File: src/rtl/fsm_step_sequencer_if.sv
`default_nettype none
// ============================================================================
//  Module      : fsm_step_sequencer_if
//  Description : Bundles the control, table-write and step-output signals of
//                the step sequencer into one interface.
//                master : the block driving the sequencer (state manager/host)
//                slave  : the sequencer itself
//  Signals     : sCurrent  current state fed back from the state manager
//                XRaw      raw branch-select input, not debounced
//                RUN       auto-step enable
//                STEP      single-step request
//                TW_EN     transition-table write enable
//                TW_ADDR   table entry (state) to write
//                TW_SEL    0: write branch0, 1: write branch1
//                TW_DATA   value to write
//                sNext0    next-state candidate for X=0
//                sNext1    next-state candidate for X=1
//                NXT       one-cycle step strobe
//                X         branch select, stable while NXT=1
//                BUSY      high whenever the sequencer is not idle
//  Revision    : 1.0 - initial release
// ============================================================================
interface fsm_step_sequencer_if #(
    parameter int STATE_W = 3
);
    logic [STATE_W-1:0] sCurrent;
    logic               XRaw;
    logic               RUN;
    logic               STEP;
    logic               TW_EN;
    logic [STATE_W-1:0] TW_ADDR;
    logic               TW_SEL;
    logic [STATE_W-1:0] TW_DATA;
    logic [STATE_W-1:0] sNext0;
    logic [STATE_W-1:0] sNext1;
    logic               NXT;
    logic               X;
    logic               BUSY;

    modport master (
        output sCurrent, XRaw, RUN, STEP, TW_EN, TW_ADDR, TW_SEL, TW_DATA,
        input  sNext0, sNext1, NXT, X, BUSY
    );

    modport slave (
        input  sCurrent, XRaw, RUN, STEP, TW_EN, TW_ADDR, TW_SEL, TW_DATA,
        output sNext0, sNext1, NXT, X, BUSY
    );
endinterface
`default_nettype wire

File: src/rtl/fsm_step_sequencer.sv
`default_nettype none
// ============================================================================
//  Module      : fsm_step_sequencer
//  Description : Upstream driver of the state-manager stage. Looks up both
//                next-state candidates for the fed-back sCurrent in a writable
//                transition table, debounces the raw branch input into X and
//                issues one-cycle NXT strobes on demand (STEP) or periodically
//                (RUN).
//  Ports       : CLK   clock, rising edge
//                RST   synchronous active-high reset
//                bus   fsm_step_sequencer_if.slave (see interface header)
//  Parameters  : STATE_W     state width, table has 2**STATE_W x 2 entries
//                TICK_DIV    IDLE cycles between auto steps while RUN=1 (>=1)
//                DEB_LEN     cycles XRaw must differ before X source flips (>=1)
//                START_STATE reset value of sNext0/sNext1
//  Revision    : 1.0 - initial release
// ============================================================================
module fsm_step_sequencer #(
    parameter int                 STATE_W     = 3,
    parameter int                 TICK_DIV    = 4,
    parameter int                 DEB_LEN     = 3,
    parameter logic [STATE_W-1:0] START_STATE = STATE_W'(1)
) (
    input  wire logic            CLK,
    input  wire logic            RST,
    fsm_step_sequencer_if.slave  bus
);

    localparam int c_DEPTH  = 2 ** STATE_W;
    localparam int c_TICK_W = (TICK_DIV > 1) ? $clog2(TICK_DIV) : 1;
    localparam int c_DEB_W  = (DEB_LEN > 1) ? $clog2(DEB_LEN) : 1;
    localparam logic [c_TICK_W-1:0] c_TICK_LAST = c_TICK_W'(TICK_DIV - 1);
    localparam logic [c_DEB_W-1:0]  c_DEB_LAST  = c_DEB_W'(DEB_LEN - 1);

    typedef enum logic [2:0] {
        S_IDLE    = 3'd0,
        S_LOAD    = 3'd1,
        S_ISSUE   = 3'd2,
        S_SETTLE1 = 3'd3,
        S_SETTLE2 = 3'd4
    } state_t;

    state_t               r_state;
    state_t               w_stateNext;
    logic [c_TICK_W-1:0]  r_tick;
    logic                 w_tickExpire;
    logic [c_DEB_W-1:0]   r_debCnt;
    logic                 r_deb;
    logic [STATE_W-1:0]   r_tblB0 [c_DEPTH];
    logic [STATE_W-1:0]   r_tblB1 [c_DEPTH];
    logic [STATE_W-1:0]   r_sNext0;
    logic [STATE_W-1:0]   r_sNext1;
    logic                 r_nxt;
    logic                 r_x;

    // Default branch1 successor: rotate left by one (001->010->100->001).
    function automatic logic [STATE_W-1:0] f_rotl(input logic [STATE_W-1:0] v);
        return {v[STATE_W-2:0], v[STATE_W-1]};
    endfunction

    // ------------------------------------------------------------------------
    // FSM
    // ------------------------------------------------------------------------
    always_ff @(posedge CLK) begin
        if (RST) begin
            r_state <= S_IDLE;
        end else begin
            r_state <= w_stateNext;
        end
    end

    assign w_tickExpire = bus.RUN && (r_tick == c_TICK_LAST);

    always_comb begin
        w_stateNext = r_state;
        case (r_state)
            S_IDLE:    if (bus.STEP || w_tickExpire) w_stateNext = S_LOAD;
            S_LOAD:    w_stateNext = S_ISSUE;
            S_ISSUE:   w_stateNext = S_SETTLE1;
            S_SETTLE1: w_stateNext = S_SETTLE2;
            S_SETTLE2: w_stateNext = S_IDLE;
            default:   w_stateNext = S_IDLE;
        endcase
    end

    // ------------------------------------------------------------------------
    // Tick counter: only runs while sitting in IDLE with RUN held; any exit
    // from IDLE (STEP or expiry) or a dropped RUN restarts the period.
    // ------------------------------------------------------------------------
    always_ff @(posedge CLK) begin
        if (RST) begin
            r_tick <= '0;
        end else if ((r_state == S_IDLE) && bus.RUN && (w_stateNext == S_IDLE)) begin
            r_tick <= r_tick + 1'b1;
        end else begin
            r_tick <= '0;
        end
    end

    // ------------------------------------------------------------------------
    // Debounce: count consecutive cycles of disagreement; the flip happens on
    // the edge where the count would reach DEB_LEN.
    // ------------------------------------------------------------------------
    always_ff @(posedge CLK) begin
        if (RST) begin
            r_debCnt <= '0;
            r_deb    <= 1'b0;
        end else if (bus.XRaw == r_deb) begin
            r_debCnt <= '0;
        end else if (r_debCnt == c_DEB_LAST) begin
            r_debCnt <= '0;
            r_deb    <= ~r_deb;
        end else begin
            r_debCnt <= r_debCnt + 1'b1;
        end
    end

    // ------------------------------------------------------------------------
    // Transition table. A LOAD on the same edge as a write reads the old
    // entry because both sides are sampled at the edge.
    // ------------------------------------------------------------------------
    always_ff @(posedge CLK) begin
        if (RST) begin
            for (int i = 0; i < c_DEPTH; i++) begin
                r_tblB0[i] <= STATE_W'(i);
                r_tblB1[i] <= f_rotl(STATE_W'(i));
            end
        end else if (bus.TW_EN) begin
            if (bus.TW_SEL) begin
                r_tblB1[bus.TW_ADDR] <= bus.TW_DATA;
            end else begin
                r_tblB0[bus.TW_ADDR] <= bus.TW_DATA;
            end
        end
    end

    // ------------------------------------------------------------------------
    // Output registers. X is only updated in LOAD so it cannot move while the
    // strobe is high.
    // ------------------------------------------------------------------------
    always_ff @(posedge CLK) begin
        if (RST) begin
            r_sNext0 <= START_STATE;
            r_sNext1 <= START_STATE;
            r_x      <= 1'b0;
            r_nxt    <= 1'b0;
        end else begin
            if (r_state == S_LOAD) begin
                r_sNext0 <= r_tblB0[bus.sCurrent];
                r_sNext1 <= r_tblB1[bus.sCurrent];
                r_x      <= r_deb;
            end
            r_nxt <= (r_state == S_ISSUE);
        end
    end

    assign bus.sNext0 = r_sNext0;
    assign bus.sNext1 = r_sNext1;
    assign bus.X      = r_x;
    assign bus.NXT    = r_nxt;
    assign bus.BUSY   = (r_state != S_IDLE);

endmodule
`default_nettype wire

File: src/flat_wrapper.sv
// flat-port wrapper written by rule: the top's interface ports become plain ports
module fsm_step_sequencer_flat 
#(
    parameter int                 STATE_W     = 3,
    parameter int                 TICK_DIV    = 4,
    parameter int                 DEB_LEN     = 3,
    parameter logic [STATE_W-1:0] START_STATE = STATE_W'(1)
)
  (CLK, RST, bus_sCurrent, bus_XRaw, bus_RUN, bus_STEP, bus_TW_EN, bus_TW_ADDR, bus_TW_SEL, bus_TW_DATA, bus_sNext0, bus_sNext1, bus_NXT, bus_X, bus_BUSY);
  fsm_step_sequencer_if #(.STATE_W(STATE_W)) bus_i ();
  input  wire logic CLK;
  input  wire logic RST;
  input wire logic [$bits(bus_i.sCurrent)-1:0] bus_sCurrent;
  input wire logic [$bits(bus_i.XRaw)-1:0] bus_XRaw;
  input wire logic [$bits(bus_i.RUN)-1:0] bus_RUN;
  input wire logic [$bits(bus_i.STEP)-1:0] bus_STEP;
  input wire logic [$bits(bus_i.TW_EN)-1:0] bus_TW_EN;
  input wire logic [$bits(bus_i.TW_ADDR)-1:0] bus_TW_ADDR;
  input wire logic [$bits(bus_i.TW_SEL)-1:0] bus_TW_SEL;
  input wire logic [$bits(bus_i.TW_DATA)-1:0] bus_TW_DATA;
  output wire logic [$bits(bus_i.sNext0)-1:0] bus_sNext0;
  output wire logic [$bits(bus_i.sNext1)-1:0] bus_sNext1;
  output wire logic [$bits(bus_i.NXT)-1:0] bus_NXT;
  output wire logic [$bits(bus_i.X)-1:0] bus_X;
  output wire logic [$bits(bus_i.BUSY)-1:0] bus_BUSY;
  assign bus_i.sCurrent = bus_sCurrent;
  assign bus_i.XRaw = bus_XRaw;
  assign bus_i.RUN = bus_RUN;
  assign bus_i.STEP = bus_STEP;
  assign bus_i.TW_EN = bus_TW_EN;
  assign bus_i.TW_ADDR = bus_TW_ADDR;
  assign bus_i.TW_SEL = bus_TW_SEL;
  assign bus_i.TW_DATA = bus_TW_DATA;
  assign bus_sNext0 = bus_i.sNext0;
  assign bus_sNext1 = bus_i.sNext1;
  assign bus_NXT = bus_i.NXT;
  assign bus_X = bus_i.X;
  assign bus_BUSY = bus_i.BUSY;
  fsm_step_sequencer #(.STATE_W(STATE_W), .TICK_DIV(TICK_DIV), .DEB_LEN(DEB_LEN), .START_STATE(START_STATE)) u_core (.CLK(CLK), .RST(RST), .bus(bus_i));
endmodule
File: config.mk
export PLATFORM = sky130hd
export DESIGN_NAME = fsm_step_sequencer_flat
export DESIGN_NICKNAME = d
export VERILOG_FILES = /design/src/rtl/fsm_step_sequencer_if.sv /design/src/rtl/fsm_step_sequencer.sv /design/src/flat_wrapper.sv
export SDC_FILE = /design/constraint.sdc
export NUM_CORES = 1
export LEC_CHECK = 0
export ABC_AREA = 1
export BUFFER_PORTS_ARGS = -buffer_cell sky130_fd_sc_hd__buf_2
export CAP_MARGIN = 20
export CORE_UTILIZATION = 59
export DETAILED_ROUTE_END_ITERATION = 6
export GPL_ROUTABILITY_DRIVEN = 0
export PLACE_DENSITY = 0.79
export SLEW_MARGIN = 30
export SYNTH_ARGS = -nofsm -noshare
export SYNTH_HDL_FRONTEND = slang
export SYNTH_SLANG_ARGS = --single-unit
File: constraint.sdc
create_clock -name CLK -period 1.75 [get_ports CLK]
set_input_delay 0.4375 -clock CLK [delete_from_list [all_inputs] [get_ports CLK]]
set_output_delay 0.4375 -clock CLK [all_outputs]
set_load 0.02 [all_outputs]
Yosys cells after proc, flatten, opt, wreduce, memory -nomap -nowiden
Memories as Yosys holds them, arrays and structs flattened. A register that Yosys moved wholly into a read port is not among the register bits.
Cells that the tools add are included.
- bits in registers: 10
- memory bits (writable): 48
- input port bits: 16
- output and inout bits: 9
- word-level logic and storage cells: 49
- memories kept: 2
- add/subtract/negate cells: 2
- equality and inequality tests: 6
- muxes and demuxes: 18
- bitwise logic cells: 3
- reductions and logical operators: 12
- memories (memory ; words ; width ; read ports ; clocked after Yosys merged registers in ; write ports ; line ; text):
    u_core.r_tblB0 ; 8 ; 3 ; 1 ; 1 ; 8 ; fsm_step_sequencer.sv:49 ; logic [STATE_W-1:0] r_tblB0 [c_DEPTH];
    u_core.r_tblB1 ; 8 ; 3 ; 1 ; 1 ; 8 ; fsm_step_sequencer.sv:50 ; logic [STATE_W-1:0] r_tblB1 [c_DEPTH];
- operators by type and width (operator ; count):
    $mux W3 ; 5
    $mux W1 ; 12
    $pmux W3 S4 ; 1
    $reduce_or A3 Y1 ; 3
    $eq A3 B2 Y1 const B ; 2
    $logic_not A3 Y1 ; 2
    $add A2 B1 Y2 const B ; 2
    $eq A2 B2 Y1 const B ; 2
    $eq A3 B1 Y1 const B ; 1
    $logic_and A1 B1 Y1 ; 3
    $not A1 Y1 ; 3
    $reduce_bool A3 Y1 ; 1
    $reduce_and A2 Y1 ; 1
    $reduce_or A2 Y1 ; 1
    $eq A1 B1 Y1 ; 1
    $logic_or A1 B1 Y1 ; 1

Longest topological paths before layout
- depth in word-level cells: 9
- mapped depth: 8
- gate-level depth less buffers: 7

Least setup slack after synthesis
OpenSTA, ideal clock, no wires.
- path type: input -> register
- from: in RST
- to: mem u_core.r_tblB0[7][0] (enable)
- arrival: 1.048 ns
- data required time: 1.406 ns
- path slack: 0.358 ns
- stages on the path: 3
- cell sequence: nor3_2 inv_2 o21ai_0
- RTL lines (item ; line ; text):
    start, declared ; flat_wrapper.sv:12 ; input wire logic RST;
    end, declared ; fsm_step_sequencer.sv:49 ;

Worst setup path in the final report
- from: reg u_core.r_state[0]
- to: out bus_BUSY
- cells in the longest elaborated chain, start to end: 1
- RTL lines (item ; line ; text):
    start, declared ; fsm_step_sequencer.sv:43 ; state_t r_state;
    start signal, assigned ; fsm_step_sequencer.sv:68 ; r_state <= w_stateNext;
    $reduce_bool A3 Y1 ; fsm_step_sequencer.sv:161 ; assign bus.BUSY = (r_state != S_IDLE);
    end, declared ; flat_wrapper.sv:25 ; output wire logic [$bits(bus_i.BUSY)-1:0] bus_BUSY;
Every way passes these cells.

==> flow_metrics.env <==
export IMPL_cts_hold_buf=0
export IMPL_status="complete, no violations"
export IMPL_grt_max_degree=25
export IMPL_design_area_mm2=0.00350
export IMPL_multi_input_area_um2=978
export IMPL_syn_avg_cell_area_um2=8.59
export IMPL_min_path_type="in2reg"
export IMPL_wire_per_inst_um=13.7
export IMPL_power_density_mw_per_mm2=1070
export IMPL_cp_arrival_ns=1.12
export IMPL_path_class="reg2out"
export IMPL_overflow=0
export IMPL_syn_nets=375
export IMPL_yosysTopAreaCellShare_pct=47.0
export IMPL_core_area_mm2=0.00485
export IMPL_grt_pass1_vias=2229
export IMPL_synthArstFlopShare_pct=0
export IMPL_hold_viol=0
export IMPL_yosys_warnings=0
export IMPL_h_tree_depth=3
export IMPL_wirelength_mm=6.30
export IMPL_pwr_share_comb_pct=9.0
export IMPL_tns_ns=0
export IMPL_fillers=388
export IMPL_post_cts_setup_buffers=0
export IMPL_reg2regPathDepth=5
export IMPL_worstPathRequired_ns=1.31
export IMPL_cts_buffers=9
export IMPL_fin_crit_sh_pct=88.9
export IMPL_seq_area_mm2=0.00176
export IMPL_drive_above_1_share_pct=17.6
export IMPL_drc=0
export IMPL_initial_utilization_pct=63.2
export IMPL_dp_hpwl_mm=4.36
export IMPL_via_per_inst=5.24
export IMPL_hold_end="u_core.r_deb"
export IMPL_tritoncts="built"
export IMPL_cts_sinks=64
export IMPL_synth_area_leaders="edfxtp_1, nand2_1, dfxtp_1"
export IMPL_synth_most_common_cell="nand2_1"
export IMPL_post_cts_resized=0
export IMPL_fmax_mhz=643
export IMPL_whs_path_depth=3
export IMPL_antenna_found_initial=0
export IMPL_area_growth_pct=14.1
export IMPL_first_iter_violations=208
export IMPL_clk_pin_slew_ns=0.07
export IMPL_synth_edf_count=48
export IMPL_grt_total_usage_pct=26.1
export IMPL_first_pass_iters=5
export IMPL_grt_pass1_wl_mm=10.3
export IMPL_setup_viol=0
export IMPL_yosysTopAreaCell="edfxtp_1"
export IMPL_vias=2403
export IMPL_maxSlewHeadroom_pct=73.4
export IMPL_die_x_um=74.1
export IMPL_leakagePower_nw=1.49
export IMPL_critPathCaptureType="primary output"
export IMPL_rsz0062_at_grt="false"
export IMPL_num_io_pins=25
export IMPL_fp_dieArea_mm2=0.00549
export IMPL_tightestPinTransition_ns=0.395
export IMPL_startpoint_type="register"
export IMPL_die_height_um=74.1
export IMPL_ir_drop_mv=0.747
export IMPL_stdcell_count=459
export IMPL_cp_max_fo=3
export IMPL_slew_violations=0
export IMPL_insertion_delay_ns=0.34
export IMPL_placed_cell_area_mm2=0.00324
export IMPL_clock_skew_ns=0.00544
export IMPL_synth_seq_cells=64
export IMPL_antenna_cells=0
export IMPL_synth_cell_type_count=24
export IMPL_r2r_setup_slack_ns=0.60
export IMPL_layout_nets=405
export IMPL_synth_common_cells="nand2_1, inv_1, nor2_1, edfxtp_1, nand3_1"
export IMPL_max_cap_viol_count=0
export IMPL_ant_nets=0
export IMPL_sw_frac_of_total_pct=22.2
export IMPL_synth_cells=357
export IMPL_cts_buffer_depth=2
export IMPL_syn_area_mm2=0.00307
export IMPL_power_share_clock_pct=44.2
export IMPL_num_rows=25
export IMPL_power_frac_seq_pct=46.8
export IMPL_post_place_cells=443
export IMPL_power_switching_mw=0.829
export IMPL_root_buffer="clkbuf_8"
export IMPL_worstHoldStart="bus_XRaw"
export IMPL_io_buffers=24
export IMPL_synth_seq_area_share_pct=57.5
export IMPL_min_period_ns=1.56
export IMPL_regToRegStartpoint="u_core.r_state[1]"
export IMPL_power_internal_mw=2.91
export IMPL_r2r_end="u_core.bus.sNext0[2]"
export IMPL_synth_flop_cell="edfxtp_1"
export IMPL_pre_cts_slack_ns=0.0373
export IMPL_setup_ws_ns=0.194
per-stage QoR:
| stage | util, % | hold slack (ns) | power, mW |
|---|---|---|---|
| 2_1_floorplan | - | 0.393 | 2.01 |
| 5_1_grt | 72.2 | 0.398 | 3.86 |
| 3_5_place_dp | 66.8 | 0.414 | 2.11 |
| 3_3_place_gp | 66.8 | 0.401 | 2.10 |
| 4_1_cts | 72.2 | 0.376 | 3.74 |
| 6_report | 72.2 | 0.371 | 3.74 |
worst max-delay path by stage:
stage / startpoint / to / cells after the start
after floorplan: RST / u_core.r_tblB0[7][0] / 3
after global placement: RST / u_core.r_tblB0[7][0] / 4
after detailed placement: RST / u_core.r_tblB0[7][1] / 4
after CTS: u_core.r_state[0] / bus_BUSY / 3
after global routing: u_core.r_state[0] / bus_BUSY / 3
final: u_core.r_state[0] / bus_BUSY / 3
worst max-delay path, cell delays in order (launching register included):
cell	delay, ns
dfxtp_1	0.33
nor2_1	0.19
nand2_1	0.09
buf_2	0.17
flip-flops by register name, indices dropped and copies added, names as in the netlist:
register / flops
u_core.r_tblB0: 24
u_core.r_tblB1: 24
u_core.bus.sNext0: 3
u_core.bus.sNext1: 3
u_core.r_state: 3
u_core.r_debCnt: 2
u_core.r_tick: 2
u_core.bus.NXT: 1
u_core.bus.X: 1
u_core.r_deb: 1
per-layer routing:
layer	global-route usage (%)	vias to the layer above	wire (um)
met3	4.74	12	469
met5	0	-	0
met4	12.0	0	135
li1	-	1194	-
met2	40.7	91	2950
met1	35.9	1106	2750
power groups by stage:
stage / clock, mW / combinational, mW / sequential (mW)
floorplan: 0 / 0.220 / 1.79
global placement: 0 / 0.326 / 1.78
detailed placement: 0 / 0.331 / 1.78
CTS: 1.66 / 0.335 / 1.75
global route: 1.72 / 0.380 / 1.75
finish: 1.65 / 0.337 / 1.75
layout make-up:
| type | instances | share of cell area [%] |
|---|---|---|
| Sequential cell | 64 | 50.4 |
| Multi-Input combinational cell | 218 | 28.0 |
| Inverter | 62 | 6.72 |
| Tap cell | 67 | 2.40 |
| Timing Repair Buffer | 32 | 5.15 |
| Clock buffer | 10 | 3.65 |
| Clock inverter | 6 | 3.76 |
logic make-up after synthesis:
group	share of synthesized area, %
buffers and inverters	10.6
and+or+nand+nor	26.0
DFF	57.5
adders and majority gates	0.816
AOI/OAI and AO/OA	5.06
placed cells by master (no fill, tap or decap):
master / synthesis / layout
inv_4: 1 / 1
inv_1: 52 / 52
clkbuf_1: 4 / 1
nand3_2: 2 / 2
nand4_1: 2 / 2
ha_1: 2 / 2
edfxtp_1: 48 / 48
a211o_1: 1 / 1
dfxtp_1: 16 / 16
buf_4: 2 / 8
o211ai_1: 5 / 5
clkinvlp_4: 0 / 1
clkbuf_8: 0 / 9
a21oi_2: 1 / 1
nand2_1: 89 / 89
buf_2: 3 / 24
nand2_2: 3 / 3
inv_2: 9 / 9
nand3_1: 26 / 26
o21ai_0: 11 / 11
clkinv_1: 0 / 1
nor2_2: 6 / 6
bufinv_16: 0 / 4
nor3_2: 1 / 1
a21oi_1: 9 / 9
nor2_1: 52 / 52
nor3_1: 8 / 8
Power figures use the tool's default switching activity.
